$ cat config.mk
export PLATFORM = sky130hd
export DESIGN_NAME = clk_div_multi
export DESIGN_NICKNAME = d
export VERILOG_FILES = /design/src/rtl/clk_div_pkg.sv /design/src/rtl/clk_div_ch.sv /design/src/rtl/clk_div_multi.sv
export SDC_FILE = /design/constraint.sdc
export NUM_CORES = 1
export LEC_CHECK = 0
export ABC_AREA = 1
export CORE_MARGIN = 4
export CORE_UTILIZATION = 35
export CTS_CLUSTER_SIZE = 24
export DETAILED_ROUTE_END_ITERATION = 10
export PLACE_DENSITY_LB_ADDON = 0.3
export SYNTH_ARGS = -nofsm -noshare
export SYNTH_HDL_FRONTEND = slang
export SYNTH_SLANG_ARGS = --single-unit
$ cat constraint.sdc
create_clock -name clk -period 2.2 [get_ports clk]
set_input_delay 0.66 -clock clk [delete_from_list [all_inputs] [get_ports clk]]
set_output_delay 0.66 -clock clk [all_outputs]
set_load 0.03 [all_outputs]
$ cat src/rtl/clk_div_pkg.sv
// -----------------------------------------------------------------------------
// clk_div_pkg
// Shared constants for the multi-channel clock divider:
//   DEF_NUM_CH  - default number of divided-clock channels
//   DEF_CNT_W   - default width of a half-period divider value
//   MAX_CH      - largest channel count addressable by the 3-bit write index
//   reset_ratio - reset half-period of channel i (2^i)
// -----------------------------------------------------------------------------
package clk_div_pkg;

    localparam int DEF_NUM_CH = 3;
    localparam int DEF_CNT_W  = 8;
    localparam int MAX_CH     = 8;

    // Channel i comes out of reset dividing by 2*2^i (clk/2, clk/4, clk/8, ...).
    function automatic logic [31:0] reset_ratio(input int unsigned ch);
        return 32'd1 << ch;
    endfunction

endpackage

$ cat src/rtl/clk_div_ch.sv
// -----------------------------------------------------------------------------
// clk_div_ch
// One divided-clock channel: shadow divider, active divider, half-period
// counter, registered output clock and rising-edge tick.
//
// Ports:
//   clk     in   system clock
//   rst     in   synchronous reset, active-low
//   enb     in   count enable; 0 freezes counter/output and forces tick=0
//   resync  in   restart the channel phase and reload the active divider
//   wr      in   load wr_div into the shadow divider
//   wr_div  in   new half-period value
//   clk_out out  divided clock (high phase first, 50% duty)
//   tick    out  1 in the first high cycle of each clk_out period
//
// A period is high phase then low phase. The period boundary is the terminal
// count that ends the low phase; that is the only point where the shadow
// value moves into the active divider, so a new ratio never cuts or stretches
// a half-period in progress. After reset or resync the first enabled cycle
// raises clk_out immediately, so every channel's first rising edge lands on
// the same cycle and ratios k and 2k keep sharing rising edges.
// -----------------------------------------------------------------------------
module clk_div_ch #(
    parameter int               CNT_W   = 8,
    parameter logic [CNT_W-1:0] RST_DIV = 1
) (
    input  logic             clk,
    input  logic             rst,
    input  logic             enb,
    input  logic             resync,
    input  logic             wr,
    input  logic [CNT_W-1:0] wr_div,
    output logic             clk_out,
    output logic             tick
);

    logic [CNT_W-1:0] div_sh;
    logic [CNT_W-1:0] div_act;
    logic [CNT_W-1:0] cnt;
    logic             start;     // phase restart pending: rise on next enabled cycle

    logic terminal;
    logic rise;
    logic fall;

    assign terminal = (cnt == div_act - CNT_W'(1));
    assign rise     = start || (!clk_out && terminal);
    assign fall     = clk_out && terminal;

    // NOTE: every state register gets a reset value here, including both
    // divider copies, so the channel ratio is defined from the first cycle.
    always_ff @(posedge clk) begin
        if (!rst) begin
            div_sh  <= RST_DIV;
            div_act <= RST_DIV;
            cnt     <= '0;
            clk_out <= 1'b0;
            tick    <= 1'b0;
            start   <= 1'b1;
        end else begin
            // NOTE: non-blocking assignments throughout, so every decision
            // below sees the pre-edge div_sh; a write landing on a boundary
            // therefore only takes effect at the following boundary.
            if (wr) begin
                div_sh <= wr_div;
            end
            tick <= 1'b0;

            if (resync) begin
                // A same-cycle write is folded straight into the transfer.
                div_act <= wr ? wr_div : div_sh;
                cnt     <= '0;
                clk_out <= 1'b0;
                start   <= 1'b1;
            end else if (enb) begin
                if (div_act == '0) begin
                    // Idle: keep polling the shadow for a nonzero ratio.
                    div_act <= div_sh;
                    cnt     <= '0;
                    clk_out <= 1'b0;
                    start   <= 1'b0;
                end else if (rise) begin
                    // Period boundary: adopt the shadow ratio. A zero ratio
                    // parks the channel low instead of emitting a stub pulse.
                    div_act <= div_sh;
                    cnt     <= '0;
                    start   <= 1'b0;
                    if (div_sh != '0) begin
                        clk_out <= 1'b1;
                        tick    <= 1'b1;
                    end
                end else if (fall) begin
                    cnt     <= '0;
                    clk_out <= 1'b0;
                end else begin
                    cnt <= cnt + CNT_W'(1);
                end
            end
        end
    end

endmodule

$ cat src/rtl/clk_div_multi.sv
// -----------------------------------------------------------------------------
// clk_div_multi
// NUM_CH independent 50%-duty clock dividers sharing one write port.
//
// Ports:
//   clk      in   system clock
//   rst      in   synchronous reset, active-low
//   enb      in   global count enable
//   resync   in   one-cycle request to phase-align all channels
//   wr_en    in   divider write strobe
//   wr_ch    in   target channel of the write (indices >= NUM_CH ignored)
//   wr_div   in   new half-period value
//   clk_out  out  divided clock per channel
//   tick     out  one-cycle pulse per channel at each clk_out rise
// -----------------------------------------------------------------------------
module clk_div_multi
    import clk_div_pkg::*;
#(
    parameter int NUM_CH = DEF_NUM_CH,
    parameter int CNT_W  = DEF_CNT_W
) (
    input  logic              clk,
    input  logic              rst,
    input  logic              enb,
    input  logic              resync,
    input  logic              wr_en,
    input  logic [2:0]        wr_ch,
    input  logic [CNT_W-1:0]  wr_div,
    output logic [NUM_CH-1:0] clk_out,
    output logic [NUM_CH-1:0] tick
);

    logic [NUM_CH-1:0] wr_sel;

    for (genvar i = 0; i < NUM_CH; i++) begin : g_ch
        // Only existing channels decode, so out-of-range indices fall away.
        assign wr_sel[i] = wr_en && (wr_ch == 3'(i));

        clk_div_ch #(
            .CNT_W   (CNT_W),
            .RST_DIV (CNT_W'(reset_ratio(i)))
        ) u_ch (
            .clk     (clk),
            .rst     (rst),
            .enb     (enb),
            .resync  (resync),
            .wr      (wr_sel[i]),
            .wr_div  (wr_div),
            .clk_out (clk_out[i]),
            .tick    (tick[i])
        );
    end

endmodule

* After elaboration in Yosys (flattened, before gate mapping)
Index checks and enable logic that the tools add are counted.
** Storage, ports and cells
- Logic and storage cells :: 127
- Flip-flop bits (word level) :: 81
- Input port bits :: 16
** Operators by class
- Reduce and logical (&&, ||, !) cells :: 45
- $add $sub $neg :: 6
- Equal/unequal tests :: 8
- Mux-type cells :: 45
- Bitwise operators :: 5
** Operators by type and width (number)
- $mux W8 :: 24
- $add A8 B1 Y8 const B :: 3
- $eq A8 B8 Y1 :: 3
- $logic_not A8 Y1 :: 3
- $reduce_bool A8 Y1 :: 3
- $sub A8 B1 Y8 const B :: 3
- $mux W1 :: 21
- $reduce_bool A3 Y1 :: 6
- $reduce_or A5 Y1 :: 3
- $reduce_and A2 Y1 :: 6
- $logic_and A1 B1 Y1 :: 9
- $ne A3 B3 Y1 const B :: 3
- $reduce_and A3 Y1 :: 3
- $reduce_bool A2 Y1 :: 4
- $not A1 Y1 :: 5
- $eq A3 B1 Y1 const B :: 1
- $eq A3 B2 Y1 const B :: 1
- $logic_not A1 Y1 :: 3
- $logic_not A3 Y1 :: 1
- $logic_or A1 B1 Y1 :: 3
- $reduce_or A2 Y1 :: 1

* Logic depth before layout (Yosys ltp)
Gate-level depths: netlist of the first run.
- Depth in word-level cells :: 8
- Mapped depth :: 15
- Gate-level depth less buffers :: 15

* Modules after synthesis
A second synthesis of the first run with hierarchy kept.
** Second synthesis, totals
- Cell total of the unflattened synthesis :: 689
- Area, all modules :: 4544.4 µm²
** Modules (own cells, without submodules)
- clk_div_ch (g_ch[1].u_ch ...) :: area each 1501.4 µm², times used 2, seq. area each 540.5 µm², cells an instance 227
- clk_div_ch (g_ch[0].u_ch) :: area each 1501.4 µm², times used 1, seq. area each 540.5 µm², cells an instance 225
- clk_div_multi :: area each 40.0 µm², times used 1, seq. area each 0.0 µm², cells an instance 10

* Worst setup path before layout of the first run
OpenSTA, ideal clock, no wires.
- Kind :: flip-flop to flip-flop
- Start point :: reg g_ch[2].u_ch.div_act[0]
- End point :: reg g_ch[2].u_ch.div_act[3]
- Path slack :: 429 ps
- Library setup time :: 131 ps
- Period minus slack after synthesis :: 1771 ps
- Cell stages (with the launch flop) :: 15
- Data required time :: 2069 ps
- Arrival :: 1640 ps
- Cell sequence :: dfxtp_1 -> inv_1 -> ha_1 -> inv_1 -> nand2_1 -> nand3_1 -> nand2_1 -> inv_1 -> nand3_1 -> nor2_1 -> nand4_2 -> nand3_4 -> nand2_4 -> nand2_1 -> a21oi_2
** Between the ends
- Longest elaborated chain between the ends :: 6
** RTL lines
- start: declaration :: line clk_div_ch.sv:38 : logic [CNT_W-1:0] div_act;
- start signal: assignment :: line clk_div_ch.sv:71 : div_act <= wr ? wr_div : div_sh;
- start signal: assignment :: line clk_div_ch.sv:78 : div_act <= div_sh;
- start signal: assignment :: line clk_div_ch.sv:85 : div_act <= div_sh;
- $sub A8 B1 Y8 :: line clk_div_ch.sv:46 : assign terminal = (cnt == div_act - CNT_W'(1));
- $eq A8 B8 Y1 :: line clk_div_ch.sv:46
- $logic_and A1 B1 Y1 :: line clk_div_ch.sv:47 : assign rise = start || (!clk_out && terminal);
- $logic_or A1 B1 Y1 :: line clk_div_ch.sv:47
- $reduce_bool A3 Y1 (no line)
- $reduce_and A2 Y1 (no line)
Several ways; a longest one is shown, not always the timed one. The select of a mux whose other input is x is not followed.
A chain may end at the register's enable or synchronous reset.

* Final worst setup path of the first run
- Start point :: reg g_ch[2].u_ch.clk_out
- End point :: out clk_out[2]
** RTL lines
- start: declaration :: line clk_div_ch.sv:33 : output logic clk_out,
- start signal: assignment :: line clk_div_ch.sv:57 : clk_out <= 1'b0;
- start signal: assignment :: line clk_div_ch.sv:73 : clk_out <= 1'b0;
- start signal: assignment :: line clk_div_ch.sv:80 : clk_out <= 1'b0;
- end: declaration :: line clk_div_multi.sv:29 : output logic [NUM_CH-1:0] clk_out,
No word-level cell between the ends.

==> results of run 1 <==
==> report_power, final <==
part | internal (mW) | switching (mW)
combinational | 0.208 | 0.304
clock | 0.931 | 0.585
sequential | 1.51 | 0.0338
==> per-stage QoR <==
stage	hold WS (ns)	setup slack [ns]	cell area [sq um]
after floorplan	0.451	0.429	4580
after global placement	0.479	-0.0612	5140
after detailed placement	0.485	-0.0916	5140
after CTS	0.494	0.132	5430
after global routing	0.523	-0.000831	5450
final	0.490	0.167	5450
==> routing by layer <==
layer | vias up | wire length, um
met3 | 20 | 307
met5 | - | 0
met4 | 0 | 319
li1 | 2199 | -
met2 | 67 | 4670
met1 | 1877 | 5430
==> path summary, 6_finish.rpt <==
path / from / end / slack (ns) / cells past startpoint
setup / recovery: g_ch[2].u_ch.clk_out / clk_out[2] / 0.17 / 1
hold / removal: g_ch[2].u_ch.div_act[1] / g_ch[2].u_ch.div_act[1] / 0.49 / 2
setup reg to reg: g_ch[2].u_ch.div_act[0] / g_ch[2].u_ch.clk_out / 0.23 / 13
hold reg to reg: g_ch[2].u_ch.div_act[1] / g_ch[2].u_ch.div_act[1] / 0.49 / 2
==> state kept, by name, summed over array words and instances (netlist names) <==
register	flops
g_ch.u_ch.start	3
g_ch.u_ch.div_sh	24
g_ch.u_ch.div_act	24
g_ch.u_ch.tick	3
g_ch.u_ch.cnt	24
g_ch.u_ch.clk_out	3
==> cells in the final DEF, fill, tap and decap left out, types with 2 or more instances in the layout <==
master           instances
nand3_1                 73
clkinv_2                 2
nand2_2                  7
or2_2                    5
nand4_1                  8
nor3_1                   7
clkdlybuf4s50_1         21
mux2i_1                 10
a21oi_2                  2
xor2_1                  22
clkbuf_8                 2
o21ai_0                 40
o21ai_1                  3
nand3_4                  3
dfxtp_1                 79
a21oi_1                 27
buf_12                   4
nand4_2                  2
nor2_4                   2
nor2_2                   7
dfxtp_2                  2
inv_2                    5
nor4_1                   6
nand2_1                154
ha_1                     8
clkbuf_16                9
xnor2_1                 11
buf_4                   22
nand2_4                  4
inv_1                   70
nor2_1                  76
==> logic make-up (layout without fill, tap and decap cells) <==
logic type / Yosys count / after routing / synth area share, %
AO/OA/AOI/OAI: 75 / 75 / 8.52
XOR/XNOR: 35 / 35 / 6.86
adder cells (fa/ha/maj): 9 / 9 / 2.46
buffers and inverters: 97 / 137 / 8.61
flip-flops: 81 / 81 / 35.4
multiplexers: 10 / 10 / 2.19
AND/OR/NAND/NOR: 358 / 358 / 36.0
==> repair_timing <==
item,CTS,global route
hold endpoints to repair,0,0
gates resized for setup,0,6
setup endpoints to repair,0,31
==> area by class of cell <==
type / count / area (sq um) / share of cell area, %
flip-flops and latches: 81 / 1620 / 29.8
inverters: 75 / 282 / 5.17
multi-input cells: 487 / 2580 / 47.3
repair buffers: 47 / 455 / 8.36
clock inverters: 3 / 40.0 / 0.735
clock buffers: 12 / 256 / 4.71
well taps: 172 / 215 / 3.95
==> results_dict.tcl, run 1 <==
set metrics [dict create \
    status "finished clean" \
    hold_violations 0 \
    synth_top_area_cell "dfxtp_1" \
    cts_setup_buffers 0 \
    fp-row-count 41 \
    synth_area_leaders "dfxtp_1 35%, nand2_1 13%, nand3_1 8.0%" \
    peakVddDrop_mv 0.324 \
    cap_violations 0 \
    grtUsageMet2_pct 23.1 \
    cpPeakStageDelay_ns 0.68 \
    nNetsFinal 726 \
    synth.avg_cell_area_sq_um 6.89 \
    fin_crit_ns 2.03 \
    cts_sinks 81 \
    via_count 4163 \
    synth_edf_count 0 \
    core_sq_mm 0.0127 \
    met1_usage_pct 20.8 \
    hold_buffers 0 \
    synthesis.nets 690 \
    routed_wl_mm 10.7 \
    cts_buffers 9 \
    cp_cell_sequence "clkdlybuf4s50_1" \
    busiest_layer "met2" \
    areaGrowthSynthToFinish_pct 19.0 \
    design.die.area_sq_mm 0.0150 \
    cp_slowest_cell "clkdlybuf4s50_1" \
    start_kind "register" \
    dr.pass1.iters 4 \
    initial_core_util_pct 36.0 \
    fp.dieH_um 122 \
    synth_top_area_share_pct 35.4 \
    setup_viol 0 \
    synth_area_sq_mm 0.00458 \
    fin_skew_ns 0.00678 \
    yosysMostFrequentCell "nand2_1" \
    finalNonFillerCells 877 \
    nFillCells 1341 \
    synth_warnings 0 \
    tightest_slew_ns 0.512 \
    crit_family "buffers and inverters" \
    wl_per_cell_um 12.2 \
    drt_iter0_markers 178 \
    port_buffers 21 \
    leakagePower_nw 2.33 \
    grt_usage_pct 15.2 \
    path_max_fanout 2 \
    dp.cells 862 \
    hold_class "reg -> reg" \
    ys_seq_elements 81 \
    cts_tree "done" \
    grt_pass1_vias 3868 \
    cts-root-buf "clkbuf_16" \
    layout-drive-gt1-share_pct 11.9 \
    synth-main-ff-cell "dfxtp_1" \
    ios 22 \
    powerDensity_mw_per_mm2 655 \
    h-tree-depth 3 \
    relSlewSlack_pct 65.6 \
    tns_ns 0 \
    synthTopCellsByCount "155 x nand2_1, 81 x dfxtp_1, 76 x nor2_1, 73 x nand3_1, 71 x inv_1" \
    utilization_pct 42.8 \
    finalPower_mw 3.57 \
    die_w_um 122 \
    yosysUniqueCellTypes 35 \
    cts_buffer_depth 2 \
    place.gp.congestion 0.858 \
    crit_buf_inv 1 \
    seq_area_frac_synth_pct 35.4 \
    clkTransAtPathRegs_ns 0.06 \
    grtUsageMet3_pct 3.00 \
    grt_max_degree 32 \
    worst_setup_path_end_kind "output pin" \
    worst_ep_required_time_ns 1.54 \
    grt_antenna_before_repair 0 \
    grt_pass1_wl_mm 18.1 \
    syn-instance-count 665 \
    hpwlAfterDp_mm 8.38 \
    drv_slew 0 \
    fmaxAchievable_ghz 0.492 \
    vias_per_cell 4.75 \
    grt.overflow.total 0 \
    fin_crit_sh_pct 92.4 \
    critPathKind "reg -> out" \
    clk_latency_ns 0.35 \
    drcViolationCount 0 \
    n_antenna_cell 0 \
    arrival_ns 1.37 \
    drtAntennaViolNets 0 \
    postSynth.asyncResetShare_pct 0 \
]
Note: power is estimated with default switching activity, not from simulation.
==> run 2: changes to the inputs <==
Settings changed: CTS_CLUSTER_DIAMETER from default to 50.
==> results of run 2 <==
Final layout, timing and power as in run 1 (identical DEF).
